$ cat config.mk
export PLATFORM = sky130hd
export DESIGN_NAME = ref_sched
export DESIGN_NICKNAME = d
export VERILOG_FILES = /design/src/rtl/ref_pkg.sv /design/src/rtl/ref_timer.sv /design/src/rtl/ref_sched.sv
export SDC_FILE = /design/constraint.sdc
export NUM_CORES = 1
export LEC_CHECK = 0
export BUFFER_PORTS_ARGS = -buffer_cell sky130_fd_sc_hd__buf_2
export CORE_ASPECT_RATIO = 0.75
export CORE_UTILIZATION = 55
export CTS_CLUSTER_SIZE = 14
export DETAILED_ROUTE_END_ITERATION = 6
export GPL_TIMING_DRIVEN = 0
export PLACE_DENSITY_LB_ADDON = 0.12
export SETUP_SLACK_MARGIN = 0.5
export SYNTH_ARGS = -nofsm -noshare
export SYNTH_HDL_FRONTEND = slang
export SYNTH_SLANG_ARGS = --single-unit
$ cat constraint.sdc
create_clock -name core_clk -period 2.6 [get_ports core_clk]
set_input_delay 0.26 -clock core_clk [delete_from_list [all_inputs] [get_ports core_clk]]
set_output_delay 0.26 -clock core_clk [all_outputs]
set_load 0.03 [all_outputs]
$ cat src/rtl/ref_pkg.sv
// Shared types and DFI command constants for the refresh scheduler.
package ref_pkg;

  localparam int unsigned MAX_ADDR_W = 32;
  localparam int unsigned MAX_BANK_W = 8;
  localparam int unsigned MAX_CS_W   = 8;

  typedef enum logic [2:0] {
    S_IDLE     = 3'd0,
    S_REQ      = 3'd1,
    S_PREA     = 3'd2,
    S_WAIT_RP  = 3'd3,
    S_REF      = 3'd4,
    S_WAIT_RFC = 3'd5,
    S_DONE     = 3'd6
  } ref_state_e;

  // Sized for the widest supported bus; the top slices down to its own widths.
  typedef struct packed {
    logic [MAX_CS_W-1:0]   cs_n;
    logic                  ras_n;
    logic                  cas_n;
    logic                  we_n;
    logic [MAX_ADDR_W-1:0] address;
    logic [MAX_BANK_W-1:0] bank;
  } dfi_cmd_t;

  function automatic dfi_cmd_t mk_cmd(input logic cs_n, input logic ras_n,
                                      input logic cas_n, input logic we_n,
                                      input logic a10);
    dfi_cmd_t c;
    c.cs_n        = {MAX_CS_W{cs_n}};
    c.ras_n       = ras_n;
    c.cas_n       = cas_n;
    c.we_n        = we_n;
    c.address     = {MAX_ADDR_W{1'b0}};
    c.address[10] = a10;
    c.bank        = {MAX_BANK_W{1'b0}};
    return c;
  endfunction

  localparam dfi_cmd_t CMD_NOP  = mk_cmd(1'b1, 1'b1, 1'b1, 1'b1, 1'b0);
  localparam dfi_cmd_t CMD_PREA = mk_cmd(1'b0, 1'b0, 1'b1, 1'b0, 1'b1);
  localparam dfi_cmd_t CMD_REF  = mk_cmd(1'b0, 1'b0, 1'b0, 1'b1, 1'b0);

endpackage

$ cat src/rtl/ref_timer.sv
// Reloadable down-counter; o_done is high during the last cycle of the loaded interval.
module ref_timer #(
  parameter int unsigned W = 6
) (
  input  logic         i_clk,
  input  logic         i_arstn,
  input  logic         i_load,
  input  logic [W-1:0] i_val,
  output logic         o_done
);

  logic [W-1:0] r_cnt;

  // Load or count down, parking at zero.
  always_ff @(posedge i_clk or negedge i_arstn) begin
    if (!i_arstn) begin
      r_cnt <= '0;
    end else if (i_load) begin
      r_cnt <= i_val;
    end else if (r_cnt != W'(0)) begin
      r_cnt <= r_cnt - W'(1);
    end else begin
      r_cnt <= r_cnt;
    end
  end

  assign o_done = (r_cnt == W'(1));

endmodule

$ cat src/rtl/ref_sched.sv
// Refresh scheduler: accrues one refresh credit per tREFI, borrows the DFI bus
// and issues PREA then REF for each credit, escalating when debt grows.
module ref_sched
  import ref_pkg::*;
#(
  parameter int unsigned TREFI_CYC    = 1560,
  parameter int unsigned TRP_CYC      = 4,
  parameter int unsigned TRFC_CYC     = 44,
  parameter int unsigned MAX_POSTPONE = 8,
  parameter int unsigned ADDR_W       = 14,
  parameter int unsigned BANK_W       = 3,
  parameter int unsigned CS_W         = 1
) (
  input  logic              core_clk,
  input  logic              core_arstn,
  input  logic              enable,
  output logic              ref_req,
  output logic              ref_urgent,
  input  logic              ref_gnt,
  output logic              ref_busy,
  output logic [3:0]        ref_debt,
  output logic              ref_overflow,
  output logic [CS_W-1:0]   dfi_cs_n,
  output logic              dfi_ras_n,
  output logic              dfi_cas_n,
  output logic              dfi_we_n,
  output logic [ADDR_W-1:0] dfi_address,
  output logic [BANK_W-1:0] dfi_bank
);

  localparam int unsigned TMR_MAX = (TRP_CYC > TRFC_CYC) ? TRP_CYC : TRFC_CYC;
  localparam int unsigned TMR_W   = $clog2(TMR_MAX + 1);
  localparam int unsigned CNT_W   = $clog2(TREFI_CYC);
  localparam logic [3:0]  DEBT_SAT = 4'(MAX_POSTPONE + 1);
  localparam logic [3:0]  DEBT_URG = 4'(MAX_POSTPONE);

  logic [CNT_W-1:0]  r_ivl_cnt;
  logic              w_tick;
  ref_state_e        r_state, w_state_nxt;
  logic              w_tmr_load, w_tmr_done, w_complete;
  logic [TMR_W-1:0]  w_tmr_val;
  logic [3:0]        r_debt, w_debt_nxt;
  logic              r_ovf, w_ovf_nxt;
  logic              r_req, r_urgent, r_busy;
  logic [CS_W-1:0]   r_cs_n, w_cs_n_nxt;
  logic              r_ras_n, r_cas_n, r_we_n, w_ras_n_nxt, w_cas_n_nxt, w_we_n_nxt;
  logic [ADDR_W-1:0] r_addr, w_addr_nxt;
  logic [BANK_W-1:0] r_bank, w_bank_nxt;

  assign w_tick = enable && (r_ivl_cnt == CNT_W'(TREFI_CYC - 1));

  // tREFI interval counter, held at zero while disabled.
  always_ff @(posedge core_clk or negedge core_arstn) begin
    if (!core_arstn) begin
      r_ivl_cnt <= '0;
    end else if (!enable || w_tick) begin
      r_ivl_cnt <= '0;
    end else begin
      r_ivl_cnt <= r_ivl_cnt + CNT_W'(1);
    end
  end

  ref_timer #(.W(TMR_W)) u_timer (
    .i_clk   (core_clk),
    .i_arstn (core_arstn),
    .i_load  (w_tmr_load),
    .i_val   (w_tmr_val),
    .o_done  (w_tmr_done)
  );

  // Sequence FSM next state; enable is only honoured before PREA goes out.
  always_comb begin
    w_state_nxt = r_state;
    w_tmr_load  = 1'b0;
    w_tmr_val   = TMR_W'(TRP_CYC);
    case (r_state)
      S_IDLE:     if (enable && (r_debt != 4'd0)) w_state_nxt = S_REQ; else w_state_nxt = S_IDLE;
      S_REQ:      if (!enable) w_state_nxt = S_IDLE;
                  else if (ref_gnt) w_state_nxt = S_PREA;
                  else w_state_nxt = S_REQ;
      S_PREA:     begin
                    w_state_nxt = S_WAIT_RP;
                    w_tmr_load  = 1'b1;
                    w_tmr_val   = TMR_W'(TRP_CYC);
                  end
      S_WAIT_RP:  if (w_tmr_done) w_state_nxt = S_REF; else w_state_nxt = S_WAIT_RP;
      S_REF:      begin
                    w_state_nxt = S_WAIT_RFC;
                    w_tmr_load  = 1'b1;
                    w_tmr_val   = TMR_W'(TRFC_CYC);
                  end
      S_WAIT_RFC: if (w_tmr_done) w_state_nxt = S_DONE; else w_state_nxt = S_WAIT_RFC;
      S_DONE:     w_state_nxt = S_IDLE;
      default:    w_state_nxt = S_IDLE;
    endcase
  end

  assign w_complete = (r_state == S_WAIT_RFC) && w_tmr_done;

  // Debt accounting: a tick and a completion in the same cycle cancel out.
  always_comb begin
    w_debt_nxt = r_debt;
    w_ovf_nxt  = r_ovf;
    if ((r_state == S_IDLE) && !enable) begin
      w_debt_nxt = 4'd0;
    end else if (w_tick && !w_complete) begin
      if (r_debt == DEBT_SAT) w_ovf_nxt = 1'b1; else w_debt_nxt = r_debt + 4'd1;
    end else if (!w_tick && w_complete && (r_debt != 4'd0)) begin
      w_debt_nxt = r_debt - 4'd1;
    end else begin
      w_debt_nxt = r_debt;
    end
  end

  // Command for the cycle after the coming edge.
  always_comb begin
    w_cs_n_nxt  = CMD_NOP.cs_n[CS_W-1:0];
    w_ras_n_nxt = CMD_NOP.ras_n;
    w_cas_n_nxt = CMD_NOP.cas_n;
    w_we_n_nxt  = CMD_NOP.we_n;
    w_addr_nxt  = CMD_NOP.address[ADDR_W-1:0];
    w_bank_nxt  = CMD_NOP.bank[BANK_W-1:0];
    case (w_state_nxt)
      S_PREA: begin
        w_cs_n_nxt  = CMD_PREA.cs_n[CS_W-1:0];
        w_ras_n_nxt = CMD_PREA.ras_n;
        w_cas_n_nxt = CMD_PREA.cas_n;
        w_we_n_nxt  = CMD_PREA.we_n;
        w_addr_nxt  = CMD_PREA.address[ADDR_W-1:0];
        w_bank_nxt  = CMD_PREA.bank[BANK_W-1:0];
      end
      S_REF: begin
        w_cs_n_nxt  = CMD_REF.cs_n[CS_W-1:0];
        w_ras_n_nxt = CMD_REF.ras_n;
        w_cas_n_nxt = CMD_REF.cas_n;
        w_we_n_nxt  = CMD_REF.we_n;
        w_addr_nxt  = CMD_REF.address[ADDR_W-1:0];
        w_bank_nxt  = CMD_REF.bank[BANK_W-1:0];
      end
      default: begin
        w_cs_n_nxt  = CMD_NOP.cs_n[CS_W-1:0];
        w_addr_nxt  = CMD_NOP.address[ADDR_W-1:0];
      end
    endcase
  end

  // State, debt and output registers; outputs follow the next state so they align with it.
  always_ff @(posedge core_clk or negedge core_arstn) begin
    if (!core_arstn) begin
      r_state  <= S_IDLE;
      r_debt   <= 4'd0;
      r_ovf    <= 1'b0;
      r_req    <= 1'b0;
      r_urgent <= 1'b0;
      r_busy   <= 1'b0;
      r_cs_n   <= {CS_W{1'b1}};
      r_ras_n  <= 1'b1;
      r_cas_n  <= 1'b1;
      r_we_n   <= 1'b1;
      r_addr   <= '0;
      r_bank   <= '0;
    end else begin
      r_state  <= w_state_nxt;
      r_debt   <= w_debt_nxt;
      r_ovf    <= w_ovf_nxt;
      r_req    <= w_state_nxt inside {S_REQ, S_PREA, S_WAIT_RP, S_REF, S_WAIT_RFC};
      r_urgent <= (w_debt_nxt >= DEBT_URG);
      r_busy   <= w_state_nxt inside {S_PREA, S_WAIT_RP, S_REF, S_WAIT_RFC, S_DONE};
      r_cs_n   <= w_cs_n_nxt;
      r_ras_n  <= w_ras_n_nxt;
      r_cas_n  <= w_cas_n_nxt;
      r_we_n   <= w_we_n_nxt;
      r_addr   <= w_addr_nxt;
      r_bank   <= w_bank_nxt;
    end
  end

  assign ref_req      = r_req;
  assign ref_urgent   = r_urgent;
  assign ref_busy     = r_busy;
  assign ref_debt     = r_debt;
  assign ref_overflow = r_ovf;
  assign dfi_cs_n     = r_cs_n;
  assign dfi_ras_n    = r_ras_n;
  assign dfi_cas_n    = r_cas_n;
  assign dfi_we_n     = r_we_n;
  assign dfi_address  = r_addr;
  assign dfi_bank     = r_bank;

endmodule

Word-level counts from Yosys, hierarchy flattened
Cells that the tools add are included.
{ "totals": {"inputBits": 4, "word_cells": 71, "regBits": 45, "out_inout_bits": 29} }
{ "op_classes": {"muxes": 19, "n_reduce_logical": 20, "magnitude_cmp": 1, "eq_ne": 14, "bitwise": 1, "add_sub_neg": 4} }
{ "ops": {"columns": ["operator", "count"], "rows": [
  ["2-to-1 mux 11 bit", 2],
  ["2-to-1 mux 6 bit", 3],
  ["case mux 3 bit (6 select lines)", 1],
  ["2-to-1 mux 4 bit", 4],
  ["equality test 3 bit, second input constant", 5],
  ["equality test 3 x 2 -> 1 bit, second input constant", 4],
  ["adder 11 x 1 -> 11 bit, second input constant", 1],
  ["equality test 11 bit, second input constant", 1],
  ["nonzero test 5 bit", 2],
  ["logical AND 1 bit", 7],
  ["equality test 3 x 1 -> 1 bit, second input constant", 2],
  ["equality test 6 x 1 -> 1 bit, second input constant", 1],
  ["2-to-1 mux 2 bit", 3],
  ["nonzero test 6 bit", 1],
  ["subtractor 6 x 1 -> 6 bit, second input constant", 1],
  ["2-to-1 mux 1 bit", 5],
  ["adder 4 x 1 -> 4 bit, second input constant", 1],
  ["equality test 4 bit, second input constant", 1],
  ["greater-or-equal comparator 4 bit, second input constant", 1],
  ["nonzero test 4 bit", 1],
  ["OR reduction 2 bit", 2],
  ["subtractor 4 x 1 -> 4 bit, second input constant", 1],
  ["logical NOT 1 bit", 3],
  ["logical NOT 3 bit", 1],
  ["other kinds (5)", 5]
]} }

Depth between registers and ports, before layout
Gate-level depths: netlist (run 1).
{ "logic_depth": {"word_depth": 9, "ltp_mapped": 7, "depth_no_buf": 7} }

Modules after synthesis
A second synthesis (run 1) with hierarchy kept.
{ "hier_totals": {"cells_unflattened": 195, "area_unflattened_um2": 1849.3} }
{ "modules_own_cells": {"columns": ["module", "area_each_um2", "cells_per_inst", "instances", "seq_area_each_um2"], "rows": [
  ["ref_sched", 1466.4, 152, 1, 654.4],
  ["ref_timer", 382.9, 43, 1, 150.1]
]} }

Least setup slack after synthesis (run 1)
Ideal clock, no wire load.
{ "synth_timing": {"path_kind": "register -> register", "from": "register r_ivl_cnt[0]", "to": "register r_debt[1] (netlist: ref_debt[1])", "t_required_ns": 2.522, "setup_ns": 0.078, "path_buffers": 0, "stages_incl_launch_ff": 7, "t_arrival_ns": 1.850, "slack_ns": 0.673, "period_less_slack_ns": 1.927, "path_cell_list": "dfrtp_1 ha_1 and4b_1 nand4_4 or3_1 mux2_2 a21oi_1"} }
{ "synth_between": {"elab_chain_len": 8, "elab_cells_between_ends": 9, "cone_classes": "1 x eq/ne; 3 x mux; 5 x reduce/logical"} }
{ "synth_lines": {"columns": ["item", "line_no", "source"], "rows": [
  ["start: declaration", "ref_sched.sv:37", "logic [CNT_W-1:0] r_ivl_cnt;"],
  ["start signal: assignment", "ref_sched.sv:59", "r_ivl_cnt <= r_ivl_cnt + CNT_W'(1);"],
  ["equality test 11 bit *", "ref_sched.sv:50", "assign w_tick = enable && (r_ivl_cnt == CNT_W'(TREFI_CYC - 1));"],
  ["logical AND 1 bit *", "ref_sched.sv:50", null],
  ["logical NOT 1 bit", "ref_sched.sv:108", "end else if (!w_tick && w_complete && (r_debt != 4'd0)) begin"],
  ["logical AND 1 bit (2 in series)", "ref_sched.sv:108", null],
  ["2-to-1 mux 4 bit", "ref_sched.sv:108", null],
  ["2-to-1 mux 4 bit *", "ref_sched.sv:106", "end else if (w_tick && !w_complete) begin"],
  ["2-to-1 mux 4 bit *", "ref_sched.sv:104", "if ((r_state == S_IDLE) && !enable) begin"],
  ["net w_debt_nxt[1]", "ref_sched.sv:42", "logic [3:0] r_debt, w_debt_nxt;"],
  ["end signal: assignment", "ref_sched.sv:164", "r_debt <= w_debt_nxt;"],
  ["end: declaration", "ref_sched.sv:42", null]
]} }
The timed path passes the listed nets; every way through them passes the cells marked *.
A chain may end at the register's enable or synchronous reset.

Worst setup path in the final report (run 1)
Ends and elaborated chain as after synthesis.

==> results.toml, run 1 <==
[status]
outcome = "finished, final reports clean"

[setup_path]
path_buf_inv = 0
rrSetupSlack_ns = 0.58
rr_endpoint = "ref_debt[1]"
r2r_start = "r_ivl_cnt[0]"
cp_top_family = "simple AND/OR/NAND/NOR gates"
crit_type = "flop to flop"
max_stage_delay_ns = 0.45
critPathLaunchType = "flop"
cp.arrival_ns = 2.23
worstSetupEndpointType = "flop"
slowest_stage = "or3_4"
rr_worst_depth = 6
crit_chain = "ha_2 -> and4b_1 -> nand4_4 -> or3_4 -> mux2_2 -> a21oi_1"
critPathRequiredTime_ns = 2.80
crit_fanout = 8

[timing]
fin_crit_sh_pct = 77.77
tightestPinTransition_ns = 0.8991
fmax_mhz = 494.6
setup_violations = 0
skew_ns = 0.005026
hold_viol = 0
maxSlewViolCount = 0
setup-tns-final_ns = 0
rsz0062_at_grt = "true"
setup_slack_ns = 0.5780
slew_headroom_pct = 39.50
fin_crit_ns = 2.022

[finish]
final_cell_mix = "dfrtp_1 (27), buf_4 (22), nor2_1 (21), conb_1 (16), buf_2 (15)"
final_common_cell = "dfrtp_1"
n_fill_cell = 227
nets = 239
final_util_pct = 69.47
drive_gt1_share_pct = 25.33
area_growth_pct = 17.27
num_antenna_cells = 0

[synth]
ys_seq_area_share_pct = 43.57
synth_area_um2 = 1789
synth_top_cell_by_area = "dfrtp_1"
synth_cells = 187
synthTopCellsByArea = "dfrtp_1 (39%), buf_4 (7.6%), ha_1 (4.9%)"
yosysUniqueCellTypes = 44
synth_area_per_cell_um2 = 9.568
yosys_warnings = 0
ys_ff_latch = 31
synth_top_area_share_pct = 39.16

[die]
fp-row-count = 17
initial_core_util_pct = 59.24
ioPinCount = 33
die_w_um = 67.86
fp.dieH_um = 51.40
placeableCoreArea_um2 = 3020
dieArea_um2 = 3488

[routing]
drt_pass1_iterations = 4
final_antenna_net_count = 0
post-route-drc-count = 0
drt_iter0_drc = 131
vias = 1413
wire_per_inst_um = 13.57
wirelength_um = 3622
vias_per_cell = 5.292

[global_routing]
grt_max_degree = 32
grt_pass1_vias = 1313
antenna_found_initial = 0
grt_pass1_wl_um = 6016
grt_usage_pct = 24.14
grt.overflow.total = 0

[placement]
place_congestion = 0.8563
detailedPlace.worstSlack_ns = 0.5020
numPortBuffers = 15
dpl.hpwl_um = 2596

[min_path]
worstHoldPathType = "input port to async pin"

[cts]
cts_tree = "done"
cts_made_buffers = 5
root_buffer = "clkbuf_8"
htree_levels = 2
clk_pin_slew_worst_paths_ns = 0.07
clk_latency_ns = 0.28
cts_buffer_depth = 2
cts.sinks = 31
postCtsHoldBufs = 0

[power]
max-vdd-ir-drop_mv = 0.4096
p_leak_nw = 1.025
p_per_area_nw_per_um2 = 456.2
report.power.total_mw = 0.9572

[flow_run]
max_cap_viol_count = 0
-- timing repair --
item / in CTS / in global routing
pin swaps: 0 / 1
gates resized for setup: 0 / 4
buffers inserted: 2 / 2
endpoints found under the setup margin: 2 / 4
-- where the power goes --
| group | internal [mW] | switching (mW) |
|---|---|---|
| logic | 0.0224 | 0.0521 |
| registers | 0.487 | 0.00491 |
| clock network | 0.213 | 0.178 |
-- synthesized netlist by cell type --
cell type  instances
a21oi_1           10
dfrtp_1           28
dfstp_2            3
nor3_1             4
nor4_1             1
buf_4             18
a211oi_1           3
and3b_1            1
ha_1               7
clkbuf_1           4
and4b_1            1
nand4_4            1
nand2_1           12
nor3b_1            1
nor2_1            21
conb_1             1
nor4b_4            1
o311ai_0           1
nand4_1            4
mux2i_1            1
and2_1             3
or2_2              1
nor4_4             1
o2bb2ai_1          1
nand3_2            1
nor2b_1            2
a2111oi_0          1
and3_1             3
a31oi_1            1
and4bb_2           1
xor2_1             6
a41oi_1            1
xnor2_1            5
a221oi_1           1
o22ai_1            1
nand2b_1           1
or3b_2             1
or3_1              5
o211ai_1           1
inv_1             11
o21ai_0            5
nand3_1            8
a21o_1             2
mux2_2             1
-- layout make-up --
type	count	area, um2	area share (%)
Inverter	11	41.29	1.968
Clock inverter	1	5.005	0.2385
Buffer	22	150.1	7.156
Timing Repair Buffer	19	105.1	5.009
Sequential cell	31	780.7	37.21
Multi-Input combinational cell	138	882.1	42.04
Clock buffer	7	86.33	4.114
Tap cell	38	47.55	2.266
-- flip-flops by register name, indices dropped and copies added, names as in the netlist --
register / flops
dfi_address: 1
ref_overflow: 1
dfi_ras_n: 1
ref_busy: 1
r_state: 3
dfi_we_n: 1
dfi_cas_n: 1
r_ivl_cnt: 11
u_timer.r_cnt: 6
ref_debt: 3
ref_urgent: 1
ref_req: 1
-- per-layer routing --
metal / GRT usage [%] / vias to the layer above / wire length [um]
li1: - / 695 / -
met1: 30.88 / 664 / 1723
met2: 38.94 / 47 / 1666
met3: 6.027 / 7 / 191
met4: 9.375 / 0 / 40
met5: 0 / - / 0
-- worst max-delay path by stage --
stage                     cells past startpoint          end          from  slack (ns)
after floorplan                               6  ref_debt[1]  r_ivl_cnt[0]        0.67
after global placement                        6  ref_debt[1]  r_ivl_cnt[0]        0.56
after detailed placement                      6  ref_debt[1]  r_ivl_cnt[0]        0.50
after CTS                                     6  ref_debt[1]  r_ivl_cnt[0]        0.49
after global routing                          6  ref_debt[1]  r_ivl_cnt[1]        0.46
final                                         6  ref_debt[1]  r_ivl_cnt[0]        0.58
-- worst register-to-register path: stages (launching register included) --
cell and delay [ns]:
dfrtp_2 0.40, ha_2 0.23, and4b_1 0.27, nand4_4 0.18, or3_4 0.46, mux2_2 0.27, a21oi_1 0.14
-- through the flow --
step / hold WS [ns] / cells / cell area, um2
global route: 0.07585 / 267 / 2098
CTS: 0.04378 / 265 / 2074
detailed placement: 0.3455 / 255 / 1968
finish: 0.01575 / 267 / 2098
floorplan: -0.03559 / 202 / 1846
global placement: 0.3292 / 255 / 1968
-- cells by family (layout without fill, tap and decap cells) --
group | Yosys count | after routing | synth area share, %
AOI/OAI and AO/OA | 28 | 28 | 9.861
DFF | 31 | 31 | 43.57
muxes | 2 | 2 | 1.189
xor gates and xnor gates | 11 | 11 | 5.384
adders and majority gates | 7 | 7 | 4.895
buffers and inverters | 33 | 60 | 10.70
other | 1 | 16 | 0.2096
and+or+nand+nor | 74 | 74 | 24.20
Note: power is estimated with default switching activity, not from simulation.
==> run 2, diff against run 1 <==
==> constraint.sdc (replaced) <==
create_clock -name core_clk -period 1.88 [get_ports core_clk]
set_input_delay 0.188 -clock core_clk [delete_from_list [all_inputs] [get_ports core_clk]]
set_output_delay 0.188 -clock core_clk [all_outputs]
set_load 0.03 [all_outputs]
==> run 2 against run 1 <==
  * The run now ends with negative setup slack left
  * Core utilization rose by 15 points
  * Clock power rose by 78%
  * Critical path depth did not move
  * Critical endpoint is now ref_urgent
==> results.toml, run 2 (synthesis results as in run 1) <==
[power]
pwr-share-seq_pct = 45.3
clockPowerShare_pct = 46.6
max-vdd-ir-drop_mv = 0.6977
report.power.total_mw = 1.496
p_switching_mw = 0.3548
p_int_mw = 1.142
p_leak_nw = 1.202
combinationalPowerShare_pct = 8.1
switching_share_pct = 23.71
p_per_area_nw_per_um2 = 583.4

[finish]
final_cell_mix = "buf_4 (40), dfrtp_1 (23), nor2_1 (18), conb_1 (16), buf_2 (15)"
final_common_cell = "buf_4"
drive_gt1_share_pct = 48.63
n_fill_cell = 160
regArea_um2 = 785.8
largest_register_ffs = 11
nets = 265
reg_top3 = "r_ivl_cnt: 11 flops, u_timer.r_cnt: 6 flops"
num_antenna_cells = 0
regMostFlops = "r_ivl_cnt"
multiInputGateArea_um2 = 1077
area_growth_pct = 43.36

[flow_run]
max_cap_viol_count = 0

[die]
initial_core_util_pct = 59.24
fp-row-count = 17
placeableCoreArea_um2 = 3020
die_w_um = 67.86
dieArea_um2 = 3488
ioPinCount = 33
fp.dieH_um = 51.40

[cts]
clk_pin_slew_worst_paths_ns = 0.07
root_buffer = "clkbuf_8"
htree_levels = 2
cts.sinks = 31
clk_latency_ns = 0.30
cts_buffer_depth = 2
cts_made_buffers = 5
cts_tree = "done"

[timing]
skew_ns = 0.01043
fin_crit_sh_pct = 101.9
hold_viol = 0
slew_headroom_pct = 52.58
tightestPinTransition_ns = 0.7113
setup_slack_ns = -0.03494
fin_crit_ns = 1.915
rsz0062_at_grt = "true"
fmax_mhz = 522.2
maxSlewViolCount = 0
setup_violations = 5
holdWs_ns = 0.2760

[global_routing]
grt_pass1_vias = 1437
grt.overflow.total = 0
grt_usage_pct = 27.24
grt_pass1_wl_um = 6672
antenna_found_initial = 0
grt_max_degree = 32

[routing]
wirelength_um = 5064
final_antenna_net_count = 0
wire_per_inst_um = 17.28
vias = 1668
vias_per_cell = 5.693
post-route-drc-count = 0
drt_iter0_drc = 134
drt_pass1_iterations = 4

[setup_path]
cp.arrival_ns = 2.10
r2r_start = "u_timer.r_cnt[4]"
rr_worst_depth = 6
crit_fanout = 7
crit_type = "flop to flop"
rrSetupSlack_ns = -0.03
critPathLaunchType = "flop"
critPathRequiredTime_ns = 2.06
rr_endpoint = "ref_urgent"
worstSetupEndpointType = "flop"

[min_path]
hold_start = "ref_gnt"
min_path_cells = 3
hold_end = "dfi_we_n"
worstHoldPathType = "input port to flop"

[placement]
dpl.hpwl_um = 2434
detailedPlace.worstSlack_ns = -0.1379
place_congestion = 0.8251
numPortBuffers = 15

[status]
outcome = "finished with violations"
violations = "negative setup slack"
## run 2: changes by cell type in the layout (fill, tap and decap cells not counted), sizes merged
cell         previous run  this run
buf                    37        63
bufinv                  0         1
clkbuf                 11         9
dlygate4sd3             0         1
## run 2: critical path, stage by stage (launching register included)
cell,delay (ns)
dfrtp_2,0.46
nor4_4,0.35
nor4b_4,0.29
buf_6,0.18
nor3_2,0.05
or3_1,0.29
and3b_1,0.17
## run 2: how the worst max path moves through the flow
stage / start / endpoint / slack, ns
after global routing: u_timer.r_cnt[4] / ref_debt[1] / -0.08
after global placement: u_timer.r_cnt[2] / ref_urgent / -0.10
after detailed placement: u_timer.r_cnt[2] / ref_urgent / -0.14
after floorplan: r_ivl_cnt[0] / ref_urgent / 0.06
after CTS: r_ivl_cnt[0] / ref_debt[1] / 0.06
final: u_timer.r_cnt[4] / ref_urgent / -0.03
## run 2: power by group through the flow
stage / clock, mW / combinational [mW] / sequential, mW
2_1_floorplan: 0 / 0.0824 / 0.690
3_3_place_gp: 0 / 0.101 / 0.691
3_5_place_dp: 0 / 0.103 / 0.691
4_1_cts: 0.687 / 0.115 / 0.678
5_1_grt: 0.723 / 0.132 / 0.679
6_report: 0.697 / 0.121 / 0.679
## run 2: per-stage QoR
| stage | cells | utilization (%) | cell area, um2 | TNS (ns) |
|---|---|---|---|---|
| 2_1_floorplan | 202 | - | 1896 | 0 |
| 3_3_place_gp | 255 | 66.82 | 2018 | -0.1587 |
| 3_5_place_dp | 255 | 66.82 | 2018 | -0.2687 |
| 4_1_cts | 283 | 79.83 | 2411 | 0 |
| 5_1_grt | 293 | 84.92 | 2565 | -0.3244 |
| 6_report | 293 | 84.92 | 2565 | -0.1089 |
## run 2: metal layers
layer	track usage (%)	routed length, um	up-vias
met4	13.54	206	0
li1	-	-	744
met2	43.73	2363	91
met1	32.86	2141	808
met5	0	0	-
met3	8.259	353	25
## run 2: layout make-up
type	instances	area share, %
buffer	22	6.390
clock buffer	6	3.220
clock inverter	2	1.366
inverter	11	1.707
multi-input combinational	138	42.00
sequential	31	30.63
tap	38	1.854
timing repair buffer	45	12.83
## run 2: timing repair
action	4_1_cts	5_1_grt
setup endpoints to repair	25	28
hold endpoints to repair	28	0
hold buffers	1	0
gates cloned	0	0
resized for setup	33	21
pin swaps	17	19
buffers inserted	19	10
